<file path="config.mk">
export PLATFORM = sky130hd
export DESIGN_NAME = rs232_rx_fifo_flat
export DESIGN_NICKNAME = d
export VERILOG_FILES = /design/src/rtl/rs232_rx_fifo_if.sv /design/src/rtl/rs232_rx_fifo.sv /design/src/flat_wrapper.sv
export SDC_FILE = /design/constraint.sdc
export NUM_CORES = 1
export LEC_CHECK = 0
export CORE_MARGIN = 3
export CORE_UTILIZATION = 45
export DETAILED_ROUTE_END_ITERATION = 16
export PLACE_DENSITY_LB_ADDON = 0.1
export SYNTH_ARGS = -nofsm -noshare
export SYNTH_HDL_FRONTEND = slang
export SYNTH_SLANG_ARGS = --single-unit
</file>
<file path="constraint.sdc">
create_clock -name clk -period 6.42 [get_ports clk]
set_input_delay 1.605 -clock clk [delete_from_list [all_inputs] [get_ports clk]]
set_output_delay 1.605 -clock clk [all_outputs]
set_load 0.01 [all_outputs]
</file>
<file path="src/rtl/rs232_rx_fifo_if.sv">
// Bundle of the receiver-side capture handshake and the CPU-side FIFO port.
// The FIFO itself uses the slave modport; whoever drives the receiver and the CPU strobes uses master.
interface rs232_rx_fifo_if #(
   parameter int AW = 4
);
   logic [7:0] rx_data;
   logic       rx_rdy;
   logic       rx_done;
   logic       rd;
   logic       clr;
   logic [7:0] dout;
   logic       rdy;
   logic [AW:0] count;
   logic       ovf;

   modport slave (
      input  rx_data, rx_rdy, rd, clr,
      output rx_done, dout, rdy, count, ovf
   );

   modport master (
      output rx_data, rx_rdy, rd, clr,
      input  rx_done, dout, rdy, count, ovf
   );
endinterface

</file>
<file path="src/rtl/rs232_rx_fifo.sv">
// Receive byte FIFO: drains the RS-232 holding register through a one-cycle ACK handshake
// and presents a show-ahead head byte, fill count and sticky overflow flag to the CPU.
module rs232_rx_fifo #(
   parameter int DEPTH = 16,
   parameter int AW    = 4
) (
   input  logic            clk,
   input  logic            rst_n,
   rs232_rx_fifo_if.slave  bus
);
   typedef enum logic {IDLE, ACK} state_t;

   localparam logic [AW:0] FullCount = (AW+1)'(DEPTH);

   state_t         state_q, state_d;
   logic           capture;
   logic [7:0]     mem_q [DEPTH];
   logic [AW-1:0]  wp_q, wp_d, rp_q, rp_d;
   logic [AW:0]    count_q, count_d;
   logic           ovf_q, ovf_d;
   logic           pop, push;

   always_ff @(posedge clk or negedge rst_n) begin
      if (!rst_n) state_q <= IDLE;
      else        state_q <= state_d;
   end

   // ACK lasts one cycle and masks rx_rdy while the receiver is still clearing it.
   always_comb begin
      state_d = state_q;
      capture = 1'b0;
      case (state_q)
         IDLE: begin
            if (bus.rx_rdy) begin
               capture = 1'b1;
               state_d = ACK;
            end
         end
         ACK:     state_d = IDLE;
         default: state_d = IDLE;
      endcase
   end

   // A full FIFO still accepts a byte when a pop frees a slot in the same cycle.
   always_comb begin
      pop     = bus.rd && (count_q != '0);
      push    = capture && ((count_q != FullCount) || pop);
      wp_d    = wp_q;
      rp_d    = rp_q;
      count_d = count_q;
      ovf_d   = ovf_q;
      if (bus.clr) begin
         wp_d    = '0;
         rp_d    = '0;
         count_d = '0;
         ovf_d   = 1'b0;
      end else begin
         if (push) wp_d = wp_q + AW'(1);
         if (pop)  rp_d = rp_q + AW'(1);
         case ({push, pop})
            2'b10:   count_d = count_q + (AW+1)'(1);
            2'b01:   count_d = count_q - (AW+1)'(1);
            default: count_d = count_q;
         endcase
         if (capture && !push) ovf_d = 1'b1;
      end
   end

   always_ff @(posedge clk or negedge rst_n) begin
      if (!rst_n) begin
         wp_q    <= '0;
         rp_q    <= '0;
         count_q <= '0;
         ovf_q   <= 1'b0;
      end else begin
         wp_q    <= wp_d;
         rp_q    <= rp_d;
         count_q <= count_d;
         ovf_q   <= ovf_d;
      end
   end

   // Storage carries no reset; count gates every read of it.
   always_ff @(posedge clk) begin
      if (push && !bus.clr) mem_q[wp_q] <= bus.rx_data;
   end

   assign bus.rx_done = (state_q == ACK);
   assign bus.dout    = (count_q != '0) ? mem_q[rp_q] : 8'h00;
   assign bus.rdy     = (count_q != '0);
   assign bus.count   = count_q;
   assign bus.ovf     = ovf_q;
endmodule

</file>
<file path="src/flat_wrapper.sv">
// flat-port wrapper written by rule: the top's interface ports become plain ports
module rs232_rx_fifo_flat 
#(
   parameter int DEPTH = 16,
   parameter int AW    = 4
)
  (clk, rst_n, bus_rx_data, bus_rx_rdy, bus_rd, bus_clr, bus_rx_done, bus_dout, bus_rdy, bus_count, bus_ovf);
  rs232_rx_fifo_if #(.AW(AW)) bus_i ();
  input  logic clk;
  input  logic rst_n;
  input wire logic [$bits(bus_i.rx_data)-1:0] bus_rx_data;
  input wire logic [$bits(bus_i.rx_rdy)-1:0] bus_rx_rdy;
  input wire logic [$bits(bus_i.rd)-1:0] bus_rd;
  input wire logic [$bits(bus_i.clr)-1:0] bus_clr;
  output wire logic [$bits(bus_i.rx_done)-1:0] bus_rx_done;
  output wire logic [$bits(bus_i.dout)-1:0] bus_dout;
  output wire logic [$bits(bus_i.rdy)-1:0] bus_rdy;
  output wire logic [$bits(bus_i.count)-1:0] bus_count;
  output wire logic [$bits(bus_i.ovf)-1:0] bus_ovf;
  assign bus_i.rx_data = bus_rx_data;
  assign bus_i.rx_rdy = bus_rx_rdy;
  assign bus_i.rd = bus_rd;
  assign bus_i.clr = bus_clr;
  assign bus_rx_done = bus_i.rx_done;
  assign bus_dout = bus_i.dout;
  assign bus_rdy = bus_i.rdy;
  assign bus_count = bus_i.count;
  assign bus_ovf = bus_i.ovf;
  rs232_rx_fifo #(.DEPTH(DEPTH), .AW(AW)) u_core (.clk(clk), .rst_n(rst_n), .bus(bus_i));
endmodule
</file>
# Yosys cells after proc, flatten, opt, wreduce, memory -nomap -nowiden

Memory sizes are Yosys's and may differ from the RTL's.
Index checks and enable logic that the tools add are counted.

Bits of input ports: 13
Word-level logic and storage cells: 40
Memories kept: 1
Flip-flop bits (word level): 15
RAM bits: 128
Output and inout port bits: 16

Memories:

| name         | depth | width | rd ports | clocked after memory_dff | write ports | line                | RTL |
|---|---|---|---|---|---|---|---|
| u_core.mem_q | 16    | 8     | 1        | 0                        | 1           | rs232_rx_fifo.sv:17 | `logic [7:0] mem_q [DEPTH];` |

Bitwise gates (word level): 1
Reductions and logical operators: 12
Equality and inequality tests: 3
$add $sub $neg: 4
Muxes and demuxes: 14

Operators by type and width:

| cell                                             | count |
|---|---|
| two-way mux 4 bit                                | 4 |
| case mux 5 bit (2 select lines)                  | 1 |
| adder 4 x 1 -> 4 bit, second input constant      | 2 |
| two-way mux 8 bit                                | 1 |
| two-way mux 1 bit                                | 6 |
| nonzero test 2 bit                               | 3 |
| adder 5 x 1 -> 5 bit, second input constant      | 1 |
| two-way mux 5 bit                                | 1 |
| inequality test 5 bit, second input constant     | 1 |
| nonzero test 5 bit                               | 1 |
| subtractor 5 x 1 -> 5 bit, second input constant | 1 |
| logical AND 1 bit                                | 4 |
| nonzero test 3 bit                               | 1 |
| == test 2 x 1 -> 1 bit, second input constant    | 1 |
| == test 2 bit, second input constant             | 1 |
| logical NOT 1 bit                                | 2 |
| case mux 1 bit (2 select lines)                  | 1 |
| logical OR 1 bit                                 | 1 |
| NOT 1 bit                                        | 1 |

# Longest topological paths before layout

Gate-level depths: netlist of the first run.

Depth in word-level cells: 8
Mapped depth: 10
Mapped depth without buffers: 10

# Worst setup path before layout of the first run

Ideal clock, no wire load.

Path kind: input -> register
Start point: input port bus_rx_rdy
End point: register u_core.count_q[4] (netlist: u_core.bus.count[4])
Path buffers: 0
Stages: 9
Slack: 2.929 ns
Data required time: 6.284 ns
Arrival: 3.356 ns
Library setup time: 0.136 ns
Path through: nand2b_1 > inv_2 > nor2_1 > nand2_1 > fa_1 > nand2b_1 > a2111oi_0 > a211o_1 > a31oi_1

Longest elaborated chain between the ends: 6
Elaborated cells between the ends (all ways): 8
Those cells by class: eq/ne (2); mux (4); reduce/logical (2)

Ends and longest elaborated chain:

| element                                                 | line                | RTL |
|---|---|---|
| start: declaration                                      | flat_wrapper.sv:12  | `input wire logic [$bits(bus_i.rx_rdy)-1:0] bus_rx_rdy;` |
| two-way mux 1 bit (*)                                   | rs232_rx_fifo.sv:34 | `if (bus.rx_rdy) begin` |
| two-way mux 1 bit (*)                                   | rs232_rx_fifo.sv:32 | `case (state_q)` |
| via u_core.capture                                      | rs232_rx_fifo.sv:16 | `logic capture;` |
| logical AND 1 bit (*)                                   | rs232_rx_fifo.sv:47 | `push = capture && ((count_q != FullCount) \|\| pop);` |
| == test 2 x 1 -> 1 bit or == test 2 bit (tied branches) | rs232_rx_fifo.sv:60 | `case ({push, pop})` |
| case mux 5 bit (2 select lines)                         | rs232_rx_fifo.sv:60 |  |
| two-way mux 5 bit                                       | rs232_rx_fifo.sv:52 | `if (bus.clr) begin` |
| end signal: assignment                                  | rs232_rx_fifo.sv:78 | `count_q <= count_d;` |
| end: declaration                                        | rs232_rx_fifo.sv:19 | `logic [AW:0] count_q, count_d;` |

The timed path passes the listed nets; every way through them passes the cells marked *.
A chain may end at the register's enable or synchronous reset.

# Worst setup path after layout of the first run

Start point: register u_core.rp_q[0]
End point: output port bus_dout[5]

Longest elaborated chain between the ends: 2

Ends and longest elaborated chain:

| element                  | line                | RTL |
|---|---|---|
| start: declaration       | rs232_rx_fifo.sv:18 | `logic [AW-1:0] wp_q, wp_d, rp_q, rp_d;` |
| start signal: assignment | rs232_rx_fifo.sv:77 | `rp_q <= rp_d;` |
| memory read (16 x 8 bit) | -                   |  |
| two-way mux 8 bit        | rs232_rx_fifo.sv:89 | `assign bus.dout = (count_q != '0) ? mem_q[rp_q] : 8'h00;` |
| end: declaration         | flat_wrapper.sv:16  | `output wire logic [$bits(bus_i.dout)-1:0] bus_dout;` |

No other way between the ends.

==> results of run 1 <==
-- final cells by class --
type,instances,area (um2)
clock buffers,17,425
clock inverters,15,100
fillers,1057,5830
inverters,8,30.0
multi-input cells,153,1600
flip-flops and latches,143,4220
well taps,172,215
repair buffers,31,303
-- worst reg2reg max path, cell delays in order, from the launching register on --
cell	delay, ps
dfrtp_1	440
nor4_2	520
nand2_1	280
nand2_1	170
inv_1	100
ha_1	360
nand2b_1	120
a2111oi_0	610
nand2_1	130
a31oi_1	190
-- routing by layer --
metal	part of all wire (%)	routed length [um]	track usage, %
met3	3.8	438	3.23
met5	0	0	0
met1	45	5220	23.7
met2	50	5750	26.7
met4	1.3	146	6.73
-- path summary, 6_finish.rpt --
kind,depth (start not counted),end,slack (ps),startpoint
min,2,u_core.bus.ovf,520,u_core.bus.ovf
min reg2reg,2,u_core.bus.ovf,520,u_core.bus.ovf
max,5,bus_dout[5],1760,u_core.rp_q[0]
max in group asynchronous,1,u_core.rp_q[0],4270,rst_n
max reg2reg,9,u_core.bus.count[4],3410,u_core.bus.count[1]
min in group asynchronous,1,u_core.bus.rx_done,1640,rst_n
-- sequential cells by signal, summed over array words and instances, names as in the netlist --
signal	count
u_core.bus.ovf	1
u_core.wp_q	4
u_core.bus.count	5
u_core.bus.rx_done	1
u_core.rp_q	4
u_core.mem_q	128
-- metrics by stage --
step / hold WS (ps) / instances / util (%) / instance area [um2]
floorplan: 523 / 318 / - / 5910
global placement: 514 / 507 / 50.0 / 6360
detailed placement: 512 / 507 / 50.0 / 6360
CTS: 529 / 539 / 54.2 / 6890
global route: 560 / 539 / 54.2 / 6890
finish: 519 / 539 / 54.2 / 6890
-- placed cells by master (no fill, tap or decap), types with 3 or more instances in the layout --
master / n
clkinvlp_4: 8
mux4_2: 32
o22ai_1: 8
buf_4: 3
xor2_1: 4
edfxtp_1: 128
a31oi_1: 3
nand2b_1: 5
clkdlybuf4s50_1: 28
clkbuf_16: 17
clkinv_2: 3
ha_1: 8
nand2_1: 11
nand3_1: 3
inv_1: 5
inv_2: 3
nor2_1: 33
dfrtp_1: 14
mux2i_1: 19
mux2_4: 3
-- cell families after synthesis --
group	synth area share [%]
flops	71.3
simple gates	4.48
mux	16.4
compound gates	3.24
buf+inv	1.67
fa+ha+maj	2.03
xor+xnor	0.889
-- power by group through the flow --
stage	clock (uW)	combinational [uW]	sequential [uW]
CTS	870	591	1090
global route	911	630	1100
floorplan	0	396	1080
detailed placement	0	588	1110
finish	854	583	1090
global placement	0	583	1110
==> flow_summary.toml, run 1 <==
[placement]
gp_congestion = 0.829
port_buffers = 28
post-place-ws_ps = 2080
hpwlAfterDp_mm = 7.42

[timing]
slew_viol_final = 0
setup_ws_ps = 1760
skew_ps = 11.6
rsz0062_at_grt = "false"
layout_min_cycle_time_ps = 4660
timing.final.crit_share_pct = 72.5
timing.fmax_mhz = 215
setup_tns_ps = 0
setup_viol = 0
finalHoldViolCount = 0
tightest_slew_ps = 979
worst_slew_margin_rel_pct = 34.5

[final_layout]
antenna_cells = 0
syn2layout_area_growth_pct = 16.5
drive_gt1_share_pct = 20.4
fin_nets = 376

[setup_path]
cp.required_ps = 4820
start_kind = "flip-flop"
crit_chain = "buf_4, mux4_2, mux2i_1, o22ai_1, clkdlybuf4s50_1"
worstPathArrival_ps = 3050
cpPeakStageDelay_ps = 850
endpoint_kind = "primary output"
critPathBufInv = 2
cp_max_fo = 22
worstSetupPathType = "flip-flop to primary output"
critPathSlowestCell = "dfrtp_2"
crit_family = "buffers and inverters"

[clock_network]
cts_hold_buf = 0
clk_path_buf_depth = 2
postCtsSetupBuffers = 0
clockRootBuffer = "clkbuf_16"
h-tree-depth = 4
clock_latency_ps = 410
cts_made_buffers = 17
clk_pin_slew_ps = 60
clkSinkCount = 143
tritoncts = "yes"
cts-resized-gates = 0

[logic_synthesis]
synth_nets = 340
netlist_top_cells_count = "edfxtp_1 (128), nor2_1 (33), mux4_2 (32)"
synth_top_area_share_pct = 65.0
yosysMostFrequentCell = "edfxtp_1"
synthTopCellsByArea = "edfxtp_1 (65%), mux4_2 (12%), dfrtp_1 (6.3%)"
ys_async_sr_fraction_pct = 10.5
synth_top_area_cell = "edfxtp_1"
synth.avg_cell_area_um2 = 18.6
ys_types = 38
ys_seq_elements = 143
yosysSeqAreaShare_pct = 71.3
yosys_warnings = 0
synth.cell_area_mm2 = 0.00591
synth_edf_count = 128
syn_inst = 318
synth_flop_cell = "edfxtp_1"

[detailed_routing]
routedWlPerCell_um = 21.4
vias_per_cell = 5.41
drt-pass1-iter-count = 4
drt.antenna.violating_nets = 0
drc = 0
totalWireLength_mm = 11.6
drt_iter0_drc = 235
dr_total_vias = 2914

[floorplanning]
core_mm2 = 0.0127
die_w_um = 121
start_util_pct = 46.5
io_pins = 29
die_h_um = 121
num_rows = 41
fp.dieArea_mm2 = 0.0146

[global_route]
grt_antenna_before_repair = 0
grt_use_total_pct = 17.0
grt_pass1_vias = 3079
grt_max_degree = 29
grt.overflow.total = 0
grt_pass1_wl_mm = 17.9

[outcome]
status = "complete, no violations"

[worst_hold_path]
min_path_type = "flip-flop to flip-flop"

[pwr]
clkPwrFrac_pct = 33.8
power_density_mw_per_mm2 = 366
swShare_pct = 28.0
pwr-share-seq_pct = 43.1
power.total_uw = 2520
p_int_uw = 1820
p_leak_uw = 0.00219
p_sw_uw = 706
p_comb_share_pct = 23.1
ir_drop_v = 0.000330

[flow_run]
drv_cap = 0
(Power assumes the default switching activity.)
==> run 2: changes to the inputs <==
==> constraint.sdc (replaced) <==
create_clock -name clk -period 3.7 [get_ports clk]
set_input_delay 0.925 -clock clk [delete_from_list [all_inputs] [get_ports clk]]
set_output_delay 0.925 -clock clk [all_outputs]
set_load 0.01 [all_outputs]
==> run 2 against run 1 <==
Register-to-register slack worse by 2600 ps; first-iteration DRC count up 34%; largest power group unchanged; sequential share of layout area is 2.0 points lower; critical path depth unchanged; clock power increased by 100%; via count up 3.8%; combinational power rose by 85%; sequential cell count is the same; worst setup slack got worse by 1600 ps; global-route usage increased by 0.84 points; core utilization rose by 1.8 points.
==> flow_summary.toml, run 2 (synthesis gave the netlist of run 1 again) <==
[clock_network]
h-tree-depth = 4
cts_hold_buf = 0
postCtsSetupBuffers = 0
tritoncts = "yes"
clkSinkCount = 143
clk_pin_slew_ps = 60
cts_made_buffers = 17
clk_path_buf_depth = 2
clock_latency_ps = 420
clockRootBuffer = "clkbuf_16"

[pwr]
ir_drop_v = 0.000369
power_density_mw_per_mm2 = 656
p_leak_uw = 0.00235

[detailed_routing]
drt.antenna.violating_nets = 0
totalWireLength_mm = 11.9
drc = 0
drt-pass1-iter-count = 4
vias_per_cell = 5.44
drt_iter0_drc = 314
routedWlPerCell_um = 21.4
dr_total_vias = 3025

[final_layout]
drive_gt1_share_pct = 24.2
antenna_cells = 0
layout_common_cells = "edfxtp_1 (128), nor2_1 (33), mux4_2 (32)"
top_register = "u_core.mem_q"
final_common_cell = "edfxtp_1"
largest_reg_flops = 128
syn2layout_area_growth_pct = 20.5
fin_nets = 393

[setup_path]
start_kind = "flip-flop"
cp_max_fo = 32
r2r_slack_ps = 840
critPathBufInv = 2
crit_family = "multiplexers"
endpoint_kind = "primary output"
worstPathArrival_ps = 2630
cp.required_ps = 2770
cpPeakStageDelay_ps = 550
worstSetupPathType = "flip-flop to primary output"
critPathSlowestCell = "mux4_2"
crit_chain = "buf_12, mux4_2, mux2i_1, o22ai_1, clkdlybuf4s50_1"

[global_route]
grt_use_total_pct = 17.8
grt_max_degree = 33
grt_pass1_vias = 3201
grt_pass1_wl_mm = 18.6
grt.overflow.total = 0
grt_antenna_before_repair = 0

[timing]
setup_tns_ps = 0
worst_slew_margin_rel_pct = 32.2
finalHoldViolCount = 0
layout_min_cycle_time_ps = 3560
slew_viol_final = 0
holdWs_ps = 510
setup_viol = 0
timing.final.crit_share_pct = 96.1
rsz0062_at_grt = "false"
tightest_slew_ps = 1010
setup_ws_ps = 144
timing.fmax_mhz = 281
skew_ps = 6.84

[floorplanning]
io_pins = 29
num_rows = 41
core_mm2 = 0.0127
start_util_pct = 46.5
fp.dieArea_mm2 = 0.0146
die_w_um = 121
die_h_um = 121

[worst_hold_path]
min_path_type = "flip-flop to flip-flop"

[flow_run]
drv_cap = 0

[placement]
hpwlAfterDp_mm = 7.41
port_buffers = 28
post-place-ws_ps = 168
gp_congestion = 0.822

[outcome]
status = "complete, no violations"
## run 2: cell types whose count changed in the layout (fill, tap and decap cells not counted), sizes merged
cell      change
buf          +17
bufinv        +4
clkinv        +2
clkinvlp      -6
## run 2: worst paths after layout
check                                          from             endpoint  cells past startpoint
worst max-delay path                 u_core.rp_q[0]          bus_dout[7]                      5
worst min-delay path                 u_core.bus.ovf       u_core.bus.ovf                      2
worst max register to register  u_core.bus.count[1]  u_core.bus.count[4]                      9
worst min register to register       u_core.bus.ovf       u_core.bus.ovf                      2
max in group asynchronous                     rst_n       u_core.rp_q[0]                      1
min in group asynchronous                     rst_n       u_core.bus.ovf                      1
## run 2: worst reg2reg max path: cells and delay by family (launching register included)
family	cells	cell delay [ps]
and+or+nand+nor	4	960
DFF	1	430
AOI/OAI and AO/OA	3	930
adders and majority gates	1	350
buffers and inverters	1	80
## run 2: power by group
group	switching (uW)	internal, uW	leakage [uW]	total, uW
clock	624	1110	0.000292	1730
combinational	553	531	0.000704	1080
sequential	51.7	1800	0.00135	1850
total	1230	3440	0.00235	4670
## run 2: timing repair
| action | CTS | global route |
|---|---|---|
| setup endpoints to repair | 0 | 8 |
| resized for setup | 0 | 3 |
| endpoints found under the hold margin | 0 | 0 |
## run 2: cell type report
type                    count  area, um2
well taps                 172        215
flip-flops and latches    143       4220
inverters                   8       30.0
clock inverters            15        175
multi-input cells         153       1600
repair buffers             48        455
clock buffers              17        425
fillers                  1025       5600
## run 2: through the flow
step	cells	util, %	power (uW)	area (um2)
6_report	556	56.0	4670	7130
5_1_grt	556	56.0	4880	7130
4_1_cts	556	56.0	4710	7120
3_5_place_dp	524	51.2	2970	6520
3_3_place_gp	524	51.2	2960	6520
2_1_floorplan	318	-	2570	5910
## run 2: routing by layer
layer	vias up	track usage (%)	part of all wire (%)
li1	1380	-	-
met1	1550	24.0	44
met2	78	27.8	49
met3	17	4.30	4.7
met4	0	8.07	1.8
met5	-	0	0
==> run 3: changes to the inputs <==
--- a/config.mk
+++ b/config.mk
@@ -7,6 +7,7 @@
 export LEC_CHECK = 0
 export CORE_MARGIN = 3
 export CORE_UTILIZATION = 45
+export CTS_BUF_LIST = sky130_fd_sc_hd__clkbuf_4 sky130_fd_sc_hd__clkbuf_8
 export DETAILED_ROUTE_END_ITERATION = 16
 export PLACE_DENSITY_LB_ADDON = 0.1
 export SYNTH_ARGS = -nofsm -noshare
==> run 3 against run 2 <==
Non-clock buffer count rose by 1; sequential power about the same; via count unchanged; sequential share of layout area up 1.4 points; die area unchanged; worst setup slack worse by 9.2 ps; clock power down 26%; power down 9.2%; final cell count is 0.18% higher; first-iteration DRC count decreased by 6.4%; count of clock-buffer cells in the layout unchanged; global-route usage decreased by 0.24 points; critical path type unchanged; largest power group unchanged; highest routed layer unchanged.
==> flow_summary.toml, run 3 (synthesis gave the netlist of run 1 again) <==
[timing]
setup_viol = 0
layout_min_cycle_time_ps = 3570
tightest_slew_ps = 1000
slew_viol_final = 0
timing.fmax_mhz = 280
timing.final.crit_share_pct = 96.4
finalHoldViolCount = 0
setup_tns_ps = 0
worst_slew_margin_rel_pct = 32.9
rsz0062_at_grt = "false"
skew_ps = 9.26

[clock_network]
cts_made_buffers = 17
clk_path_buf_depth = 2
clock_latency_ps = 440
clockRootBuffer = "clkbuf_8"
clkSinkCount = 143
tritoncts = "yes"
cts_hold_buf = 0
clk_pin_slew_ps = 80
h-tree-depth = 4

[setup_path]
worstPathArrival_ps = 2640
critPathSlowestCell = "mux4_2"
r2r-start = "u_core.bus.count[1]"
startpoint = "u_core.rp_q[0]"
worstSetupPathType = "flip-flop to primary output"
endpoint_kind = "primary output"
cp_max_fo = 16
cp.required_ps = 2770
cpPeakStageDelay_ps = 520
start_kind = "flip-flop"
crit_chain = "buf_12, mux4_2, mux2i_1, o22ai_1, clkdlybuf4s50_1"
reg2reg_to = "u_core.bus.count[4]"
ff2ff_path_depth = 9
r2r_slack_ps = 820
endpoint = "bus_dout[7]"

[global_route]
grt_antenna_before_repair = 0
grt_pass1_wl_mm = 18.5
grt_use_total_pct = 17.6
grt_max_degree = 33
grt_pass1_vias = 3195
grt.overflow.total = 0

[floorplanning]
fp.dieArea_mm2 = 0.0146
start_util_pct = 46.5
die_w_um = 121
core_mm2 = 0.0127
num_rows = 41
die_h_um = 121
io_pins = 29

[final_layout]
layout_common_cells = "edfxtp_1 (128), nor2_1 (33), mux4_2 (32)"
syn2layout_area_growth_pct = 17.7
final_common_cell = "edfxtp_1"
largest_reg_flops = 128
fin_nets = 394
fill_cells = 1054
top_register = "u_core.mem_q"
antenna_cells = 0
drive_gt1_share_pct = 24.4
fin_util_pct = 54.7

[pwr]
p_leak_uw = 0.00227
power_density_mw_per_mm2 = 609
ir_drop_v = 0.000409

[placement]
hpwlAfterDp_mm = 7.41
gp_congestion = 0.822
port_buffers = 28

[flow_run]
drv_cap = 0

[outcome]
status = "complete, no violations"

[detailed_routing]
vias_per_cell = 5.43
drc = 0
drt.antenna.violating_nets = 0
routedWlPerCell_um = 21.5
drt_iter0_drc = 294
totalWireLength_mm = 12.0
dr_total_vias = 3025
drt-pass1-iter-count = 4

[worst_hold_path]
min_path_type = "flip-flop to flip-flop"
## run 3: changes by cell type in the layout (fill, tap and decap cells not counted), sizes merged
cell | before | now
clkbuf | 17 | 18
## run 3: final cells by class
type	count	area, um2	area share [%]
multi-input combinational	153	1600	23.0
tap	172	215	3.09
inverter	8	30.0	0.431
clock inverter	15	175	2.52
timing repair buffer	49	480	6.90
sequential	143	4220	60.6
clock buffer	17	234	3.36
## run 3: per-layer routing
metal	routed length [um]	GRT usage (%)	vias to the layer above
met3	386	4.58	18
met1	5540	24.0	1566
met4	215	6.16	0
li1	-	-	1373
met2	5810	27.7	68
met5	0	0	-
## run 3: worst min-delay path by stage
stage	start	endpoint	slack [ps]	cells after the start
finish	u_core.bus.ovf	u_core.bus.ovf	510	2
global route	u_core.bus.ovf	u_core.bus.ovf	550	2
CTS	u_core.bus.ovf	u_core.bus.ovf	520	2
detailed placement	u_core.bus.ovf	u_core.bus.ovf	500	2
global placement	u_core.bus.ovf	u_core.bus.ovf	510	2
floorplan	u_core.rp_q[3]	u_core.rp_q[3]	520	2
## run 3: per-stage QoR
stage | instance area [um2] | worst slack (ps) | power [uW] | std cells | hold slack, ps
global route | 6960 | 45.6 | 4440 | 557 | 546
detailed placement | 6520 | 168 | 2970 | 524 | 495
floorplan | 5910 | 889 | 2570 | 318 | 523
CTS | 6930 | 21.0 | 4250 | 556 | 520
finish | 6960 | 135 | 4240 | 557 | 513
global placement | 6520 | 321 | 2960 | 524 | 507
## run 3: where the power goes
| group | internal [uW] | switching, uW | leakage [uW] | total, uW |
|---|---|---|---|---|
| clock | 717 | 559 | 0.000205 | 1280 |
| sequential | 1800 | 56.2 | 0.00135 | 1860 |
| combinational | 544 | 565 | 0.000715 | 1110 |
## run 3: timing repair
| item | CTS | global route |
|---|---|---|
| endpoints found under the setup margin | 0 | 8 |
| setup buffers | 0 | 0 |
| gates resized for setup | 0 | 3 |
## run 3: critical path, delay by kind of cell, from the launching register on
kind / cells / cell delay (ps)
DFF: 1 / 490
muxes: 2 / 790
buffers and inverters: 2 / 740
AOI/OAI and AO/OA: 1 / 180
